File: src/rtl/fft_peak_if.sv
// Spectrum-to-peak-detector bus: magnitude stream in, per-frame peak report out.
interface fft_peak_if #(
    parameter int IDX_W = 10
);
    logic             fft_data_valid;
    logic [15:0]      fft_data;
    logic             peak_valid;
    logic [IDX_W-1:0] peak_bin;
    logic [15:0]      peak_mag;
    logic             frame_err;
    logic [15:0]      frame_cnt;

    modport master (
        output fft_data_valid, fft_data,
        input  peak_valid, peak_bin, peak_mag, frame_err, frame_cnt
    );

    modport slave (
        input  fft_data_valid, fft_data,
        output peak_valid, peak_bin, peak_mag, frame_err, frame_cnt
    );
endinterface

File: src/rtl/fft_peak_detect.sv
// Per-frame peak search over the FFT magnitude stream, with idle-timeout frame abort.
module fft_peak_detect #(
    parameter int FFT_LEN   = 1024,
    parameter int IDX_W     = 10,
    parameter int SKIP_BINS = 2,
    parameter int HALF_ONLY = 1,
    parameter int TIMEOUT   = 64
) (
    input logic         clk,
    input logic         rst_n,
    fft_peak_if.slave   bus
);
    localparam int HI_IDX = (HALF_ONLY != 0) ? (FFT_LEN / 2 - 1) : (FFT_LEN - 1);
    localparam int TO_W   = $clog2(TIMEOUT + 1);
    localparam logic [IDX_W-1:0] LO_BIN   = IDX_W'(SKIP_BINS);
    localparam logic [IDX_W-1:0] HI_BIN   = IDX_W'(HI_IDX);
    localparam logic [IDX_W-1:0] LAST_BIN = IDX_W'(FFT_LEN - 1);
    localparam logic [TO_W-1:0]  TO_LAST  = TO_W'(TIMEOUT - 1);

    typedef enum logic {IDLE, COLLECT} state_t;

    state_t           state;
    logic [IDX_W-1:0] bin_cnt;
    logic [IDX_W-1:0] best_bin;
    logic [15:0]      best_mag;
    logic [TO_W-1:0]  idle_cnt;
    logic [IDX_W-1:0] cur_bin;
    logic [IDX_W-1:0] nxt_bin;
    logic [15:0]      nxt_mag;

    logic             peak_valid_r;
    logic [IDX_W-1:0] peak_bin_r;
    logic [15:0]      peak_mag_r;
    logic             frame_err_r;
    logic [15:0]      frame_cnt_r;

    // A sample seen in IDLE is always bin 0, so back-to-back frames need no gap.
    always_comb begin
        cur_bin = (state == IDLE) ? '0 : bin_cnt;
        nxt_bin = best_bin;
        nxt_mag = best_mag;
        if (cur_bin == LO_BIN) begin
            nxt_bin = LO_BIN;
            nxt_mag = bus.fft_data;
        end else if ((cur_bin > LO_BIN) && (cur_bin <= HI_BIN) && (bus.fft_data > best_mag)) begin
            nxt_bin = cur_bin;
            nxt_mag = bus.fft_data;
        end
    end

    always_ff @(posedge clk or negedge rst_n) begin
        if (!rst_n) begin
            state        <= IDLE;
            bin_cnt      <= '0;
            best_bin     <= '0;
            best_mag     <= '0;
            idle_cnt     <= '0;
            peak_valid_r <= 1'b0;
            peak_bin_r   <= '0;
            peak_mag_r   <= '0;
            frame_err_r  <= 1'b0;
            frame_cnt_r  <= '0;
        end else begin
            peak_valid_r <= 1'b0;
            frame_err_r  <= 1'b0;
            case (state)
                IDLE: begin
                    idle_cnt <= '0;
                    if (bus.fft_data_valid) begin
                        best_bin <= nxt_bin;
                        best_mag <= nxt_mag;
                        bin_cnt  <= IDX_W'(1);
                        state    <= COLLECT;
                    end
                end
                COLLECT: begin
                    if (bus.fft_data_valid) begin
                        idle_cnt <= '0;
                        best_bin <= nxt_bin;
                        best_mag <= nxt_mag;
                        if (cur_bin == LAST_BIN) begin
                            peak_valid_r <= 1'b1;
                            peak_bin_r   <= nxt_bin;
                            peak_mag_r   <= nxt_mag;
                            frame_cnt_r  <= frame_cnt_r + 16'd1;
                            bin_cnt      <= '0;
                            state        <= IDLE;
                        end else begin
                            bin_cnt <= bin_cnt + IDX_W'(1);
                        end
                    end else if (idle_cnt == TO_LAST) begin
                        frame_err_r <= 1'b1;
                        idle_cnt    <= '0;
                        bin_cnt     <= '0;
                        state       <= IDLE;
                    end else begin
                        idle_cnt <= idle_cnt + TO_W'(1);
                    end
                end
                default: state <= IDLE;
            endcase
        end
    end

    assign bus.peak_valid = peak_valid_r;
    assign bus.peak_bin   = peak_bin_r;
    assign bus.peak_mag   = peak_mag_r;
    assign bus.frame_err  = frame_err_r;
    assign bus.frame_cnt  = frame_cnt_r;
endmodule

File: src/flat_wrapper.sv
// flat-port wrapper written by rule: the top's interface ports become plain ports
module fft_peak_detect_flat 
#(
    parameter int FFT_LEN   = 1024,
    parameter int IDX_W     = 10,
    parameter int SKIP_BINS = 2,
    parameter int HALF_ONLY = 1,
    parameter int TIMEOUT   = 64
)
  (clk, rst_n, bus_fft_data_valid, bus_fft_data, bus_peak_valid, bus_peak_bin, bus_peak_mag, bus_frame_err, bus_frame_cnt);
  fft_peak_if #(.IDX_W(IDX_W)) bus_i ();
  input logic clk;
  input logic rst_n;
  input wire logic [$bits(bus_i.fft_data_valid)-1:0] bus_fft_data_valid;
  input wire logic [$bits(bus_i.fft_data)-1:0] bus_fft_data;
  output wire logic [$bits(bus_i.peak_valid)-1:0] bus_peak_valid;
  output wire logic [$bits(bus_i.peak_bin)-1:0] bus_peak_bin;
  output wire logic [$bits(bus_i.peak_mag)-1:0] bus_peak_mag;
  output wire logic [$bits(bus_i.frame_err)-1:0] bus_frame_err;
  output wire logic [$bits(bus_i.frame_cnt)-1:0] bus_frame_cnt;
  assign bus_i.fft_data_valid = bus_fft_data_valid;
  assign bus_i.fft_data = bus_fft_data;
  assign bus_peak_valid = bus_i.peak_valid;
  assign bus_peak_bin = bus_i.peak_bin;
  assign bus_peak_mag = bus_i.peak_mag;
  assign bus_frame_err = bus_i.frame_err;
  assign bus_frame_cnt = bus_i.frame_cnt;
  fft_peak_detect #(.FFT_LEN(FFT_LEN), .IDX_W(IDX_W), .SKIP_BINS(SKIP_BINS), .HALF_ONLY(HALF_ONLY), .TIMEOUT(TIMEOUT)) u_core (.clk(clk), .rst_n(rst_n), .bus(bus_i));
endmodule
File: config.mk
export PLATFORM = sky130hd
export DESIGN_NAME = fft_peak_detect_flat
export DESIGN_NICKNAME = d
export VERILOG_FILES = /design/src/rtl/fft_peak_if.sv /design/src/rtl/fft_peak_detect.sv /design/src/flat_wrapper.sv
export SDC_FILE = /design/constraint.sdc
export NUM_CORES = 1
export LEC_CHECK = 0
export CORE_ASPECT_RATIO = 0.7
export CORE_MARGIN = 1.5
export CORE_UTILIZATION = 40
export CTS_BUF_LIST = sky130_fd_sc_hd__clkbuf_2 sky130_fd_sc_hd__clkbuf_4 sky130_fd_sc_hd__clkbuf_8
export DETAILED_ROUTE_END_ITERATION = 12
export SYNTH_ARGS = -nofsm -noshare
export SYNTH_HDL_FRONTEND = slang
export SYNTH_SLANG_ARGS = --single-unit
File: constraint.sdc
create_clock -name clk -period 2.7 [get_ports clk]
set_clock_uncertainty 0.05 [all_clocks]
set_input_delay 0.81 -clock clk [delete_from_list [all_inputs] [get_ports clk]]
set_output_delay 0.81 -clock clk [all_outputs]
set_load 0.1 [all_outputs]
---- After elaboration in Yosys (flattened, before gate mapping) ----
Cells that the tools add are included.
storage, ports and cells
  flip-flop bits (word level) ............. 88
  output and inout port bits .............. 44
operators by class
  $add $sub $neg .......................... 3
  magnitude comparators ................... 3
  equal/unequal tests ..................... 5
  muxes and demuxes ....................... 26
  bitwise logic cells ..................... 1
  reduce and logical (&&, ||, !) cells .... 4
operators with widths
  cell                                                                               number
  10-bit two-way mux                                                                 8
  16-bit two-way mux                                                                 3
  10-bit case mux with 2 select lines                                                1
  16-bit by 1-bit adder with 16-bit output (second input constant)                   1
  16-bit greater-than comparator                                                     1
  7-bit two-way mux                                                                  2
  7-bit case mux with 2 select lines                                                 1
  10-bit by 1-bit adder with 10-bit output (second input constant)                   1
  10-bit == test (second input constant)                                             1
  10-bit by 2-bit == test with 1-bit output (second input constant)                  1
  10-bit by 2-bit greater-than comparator with 1-bit output (second input constant)  1
  10-bit by 9-bit <= comparator with 1-bit output (second input constant)            1
  1-bit two-way mux                                                                  10
  7-bit by 1-bit adder with 7-bit output (second input constant)                     1
  7-bit by 6-bit == test with 1-bit output (second input constant)                   1
  3-bit inequality test (second input constant)                                      1
  3-bit AND reduction                                                                1
  1-bit logical AND                                                                  2
  2-bit inequality test (second input constant)                                      1
  1-bit case mux with 2 select lines                                                 1
  2-bit AND reduction                                                                1
  1-bit inverter                                                                     1

---- Depth between registers and ports, before layout ----
  depth in word-level cells ............... 7
  depth in mapped cells ................... 10
  gate-level depth less buffers ........... 8

---- Least setup slack after synthesis ----
Ideal clock, no wire load.
  path kind ............................... input port to flip-flop
  start point ............................. input bus_fft_data[1]
  end point ............................... register u_core.best_mag[10]
  arrival ................................. 2.641 ns
  slack ................................... -0.116 ns
  cell stages on the path ................. 9
  cell sequence ........................... ha_1 > nor2b_1 > o211ai_1 > a2111oi_0 > o311a_1 > buf_6 > a21oi_4 > buf_12 > mux2_4
on the way
  longest elaborated chain between the ends .. 5
ends and longest elaborated chain
  element                         RTL line                                      source
  start: declaration              flat_wrapper.sv:15                            input wire logic [$bits(bus_i.fft_data)-1:0] bus_fft_data;
  16-bit greater-than comparator  fft_peak_detect.sv:45                         end else if ((cur_bin > LO_BIN) && (cur_bin <= HI_BIN) && (bus.fft_data > best_mag)) begin
  1-bit logical AND               fft_peak_detect.sv:45
  16-bit two-way mux              fft_peak_detect.sv:45
  16-bit two-way mux              fft_peak_detect.sv:42                         if (cur_bin == LO_BIN) begin
  16-bit two-way mux              fft_peak_detect.sv:69, fft_peak_detect.sv:77
  end signal: assignment          fft_peak_detect.sv:71                         best_mag <= nxt_mag;
  end signal: assignment          fft_peak_detect.sv:80                         best_mag <= nxt_mag;
  end: declaration                fft_peak_detect.sv:25                         logic [15:0] best_mag;
No other way between the ends. The select of a mux whose other input is x is not followed.
A chain may end at the register's enable or synchronous reset.

---- Worst setup path after layout ----
  start point ............................. input bus_fft_data[11]
  end point ............................... register u_core.best_mag[7]
The elaborated chain is that of the path after synthesis.

==> flow_metrics.env <==
export IMPL_status="complete, no violations"
export IMPL_ys_types=43
export IMPL_path_max_fanout=4
export IMPL_drtIter0Drc=195
export IMPL_power_leakage_nw=2.65
export IMPL_worstPathRequired_ps=2900
export IMPL_worstMarginPinSlew_ps=481
export IMPL_postLayoutCellArea_um2=5320
export IMPL_clock_path_buffers=2
export IMPL_p_int_mw=2.56
export IMPL_grt_pass1_wl_um=15400
export IMPL_vias=3004
export IMPL_postRouteAntennaNets=0
export IMPL_fillers=878
export IMPL_setup_violations_final=0
export IMPL_crit_type="in -> reg"
export IMPL_nets=514
export IMPL_layout_drive_gt1_share_pct=29.7
export IMPL_dr_pass1_iters=4
export IMPL_layout_setup_ws_ps=41.4
export IMPL_hold_path_class="in -> async"
export IMPL_wl_per_cell_um=15.1
export IMPL_critical_path_max_stage_delay_ps=400
export IMPL_core_area_um2=9760
export IMPL_cts_buffers=9
export IMPL_power_density_nw_per_um2=714
export IMPL_vias_per_cell=4.93
export IMPL_synth_top_area_share_pct=54.4
export IMPL_period_minus_slack_ps=2660
export IMPL_comb_power_share_pct=34.7
export IMPL_clk_latency_ps=370
export IMPL_async_reset_ff_share_pct=100
export IMPL_path_cells="clkdlybuf4s15_2 > ha_4 > a21oi_2 > o21a_1 > o221ai_2 > o311a_1 > a21oi_4 > buf_12 > buf_12 > mux2_2"
export IMPL_port_buffers=62
export IMPL_cts_root_buf="clkbuf_8"
export IMPL_tritoncts="yes"
export IMPL_place_ws_ps=-659
export IMPL_start_util_pct=41.5
export IMPL_critical_path_endpoint_type="flop"
export IMPL_syn_cell_area_um2=4050
export IMPL_yosys_warnings=0
export IMPL_p_total_mw=3.80
export IMPL_die_x_um=123
export IMPL_max_slew_margin_pct=67.7
export IMPL_syn2layout_area_growth_pct=31.2
export IMPL_hold_slack_ps=333
export IMPL_hold_viol=0
export IMPL_cp_common_cell="buf_12"
export IMPL_arrival_ps=2860
export IMPL_io_pins=63
export IMPL_antenna_found_initial=0
export IMPL_maxSlewViolCount=0
export IMPL_fmax_ghz=0.376
export IMPL_antenna_cells=0
export IMPL_dp_hpwl_um=6430
export IMPL_numClockSinks=88
export IMPL_gp_congestion=0.821
export IMPL_synth_ff_type="dfrtp_1"
export IMPL_switchingPower_mw=1.24
export IMPL_synth_area_leaders="dfrtp_1 54%, nand2_1 7.3%, ha_1 5.9%, o21ai_0 4.2%, mux2_4 2.6%"
export IMPL_swShare_pct=32.7
export IMPL_synth_common_cells="88 x dfrtp_1, 79 x nand2_1, 34 x o21ai_0"
export IMPL_seqPwrFrac_pct=42.8
export IMPL_rows=30
export IMPL_synthCells=388
export IMPL_synth_most_common_cell="dfrtp_1"
export IMPL_synth_fp_nets=426
export IMPL_grt_usage_pct=18.9
export IMPL_ys_ff_latch=88
export IMPL_start_kind="primary input"
export IMPL_grt_overflow=0
export IMPL_ys_seq_area_share_pct=54.4
export IMPL_cts_htree_levels=3
export IMPL_grt_max_degree=44
export IMPL_syn_avg_cell_area_um2=10.4
export IMPL_period_share_pct=98.5
export IMPL_final_core_util_pct=54.5
export IMPL_ir_worst_vdd_v=0.000313
export IMPL_grt_pass1_vias=2974
export IMPL_synth_area_leader_cell="dfrtp_1"
export IMPL_wirelength_um=9210
export IMPL_floorplan_die_height_um=87.2
export IMPL_cap_violations=0
export IMPL_hold_buffers=0
export IMPL_cp_slowest_cell="o311a_1"
export IMPL_synth_edf_count=0
export IMPL_die_area_um2=10700
export IMPL_dpl_cell_area_um2=4900
export IMPL_clkPwrFrac_pct=22.5
export IMPL_drc=0
export IMPL_clk_pin_slew_ps=100
path summary, 6_finish.rpt:
check / cells after the start / slack [ps] / from / end
setup / recovery: 10 / 40 / bus_fft_data[11] / u_core.best_mag[7]
hold reg to reg: 1 / 410 / u_core.idle_cnt[0] / u_core.idle_cnt[0]
min in group clk: 1 / 410 / u_core.idle_cnt[0] / u_core.idle_cnt[0]
setup reg to reg: 11 / 200 / u_core.best_mag[14] / u_core.best_mag[7]
max in group asynchronous: 2 / 1590 / rst_n / u_core.bus.frame_cnt[11]
hold / removal: 1 / 330 / rst_n / u_core.bin_cnt[1]
registers in the layout, summed over array words and instances, names as in the netlist, 7 cells and up:
signal                cells
u_core.best_mag          16
u_core.bus.frame_cnt     16
u_core.bus.peak_mag      16
u_core.best_bin          10
u_core.bin_cnt           10
u_core.bus.peak_bin      10
u_core.idle_cnt           7
per-layer routing:
| metal | up-vias | wire length [um] | GRT usage [%] |
|---|---|---|---|
| met5 | - | 0 | 0 |
| met1 | 1431 | 4700 | 28.4 |
| met2 | 51 | 3990 | 26.8 |
| met4 | 0 | 133 | 6.48 |
| li1 | 1510 | - | - |
| met3 | 12 | 394 | 4.32 |
worst max-delay path: cells and delay by family:
kind	cells	cell delay [ps]
compound gates	5	1020
fa+ha+maj	1	250
mux	1	320
buf+inv	3	450
cell usage in the layout (no fill, tap or decap), types with 2 or more instances in the layout:
master / count
clkdlybuf4s15_2: 4
clkdlybuf4s15_1: 3
and2_1: 2
a21oi_2: 3
nand3_1: 11
o21ai_0: 34
clkbuf_2: 5
xor2_1: 8
a31oi_1: 2
a21o_1: 2
o21a_1: 2
nand2_1: 79
and3_1: 13
dfrtp_1: 88
dlygate4sd2_1: 4
ha_4: 13
clkinvlp_4: 3
inv_1: 19
nand4_1: 9
nand4_2: 2
o22ai_1: 3
nor2_1: 21
xnor2_1: 12
buf_6: 4
clkinv_4: 2
a21oi_1: 7
o41ai_1: 2
o211ai_1: 2
buf_12: 4
buf_4: 64
ha_1: 6
and4_1: 2
mux2_4: 10
clkbuf_8: 10
nor4_2: 2
mux2_2: 5
timing repair:
item                       4_1_cts  5_1_grt
resized for setup               45       20
setup endpoints to repair       22       21
pin swaps                       11       12
buffers inserted                 9        4
cloned                           0        0
hold endpoints to repair         0        0
cells by family (layout without fill, tap and decap cells):
group / count (synthesis) / in the layout / synth area share, %
and+or+nand+nor: 149 / 149 / 17.3
DFF: 88 / 88 / 54.4
AOI/OAI and AO/OA: 64 / 64 / 9.42
buffers and inverters: 33 / 126 / 3.89
xor gates and xnor gates: 20 / 20 / 4.33
adders and majority gates: 19 / 19 / 5.87
muxes: 15 / 15 / 4.82
final cells by class:
class                           count  area, um2  share of cell area [%]
Clock buffer                       10        138                    2.59
Tap cell                          128        160                    3.01
Sequential cell                    88       2200                    41.4
Inverter                           20       75.1                    1.41
Clock inverter                      6       45.0                   0.847
Multi-Input combinational cell    267       1930                    36.3
Timing Repair Buffer               90        766                    14.4
power by group through the flow:
| stage | registers [mW] | clock network [mW] | logic [mW] |
|---|---|---|---|
| floorplan | 1.60 | 0 | 0.769 |
| detailed placement | 1.64 | 0 | 1.03 |
| global placement | 1.64 | 0 | 0.997 |
| CTS | 1.62 | 0.872 | 1.22 |
| global route | 1.65 | 0.932 | 1.46 |
| finish | 1.63 | 0.853 | 1.32 |
metrics by stage:
stage	cells	TNS (ps)
2_1_floorplan	388	-18.0
3_3_place_gp	580	-13700
3_5_place_dp	580	-13980
5_1_grt	609	-2.84
6_report	609	0
4_1_cts	605	0
Note: power is estimated with default switching activity, not from simulation.
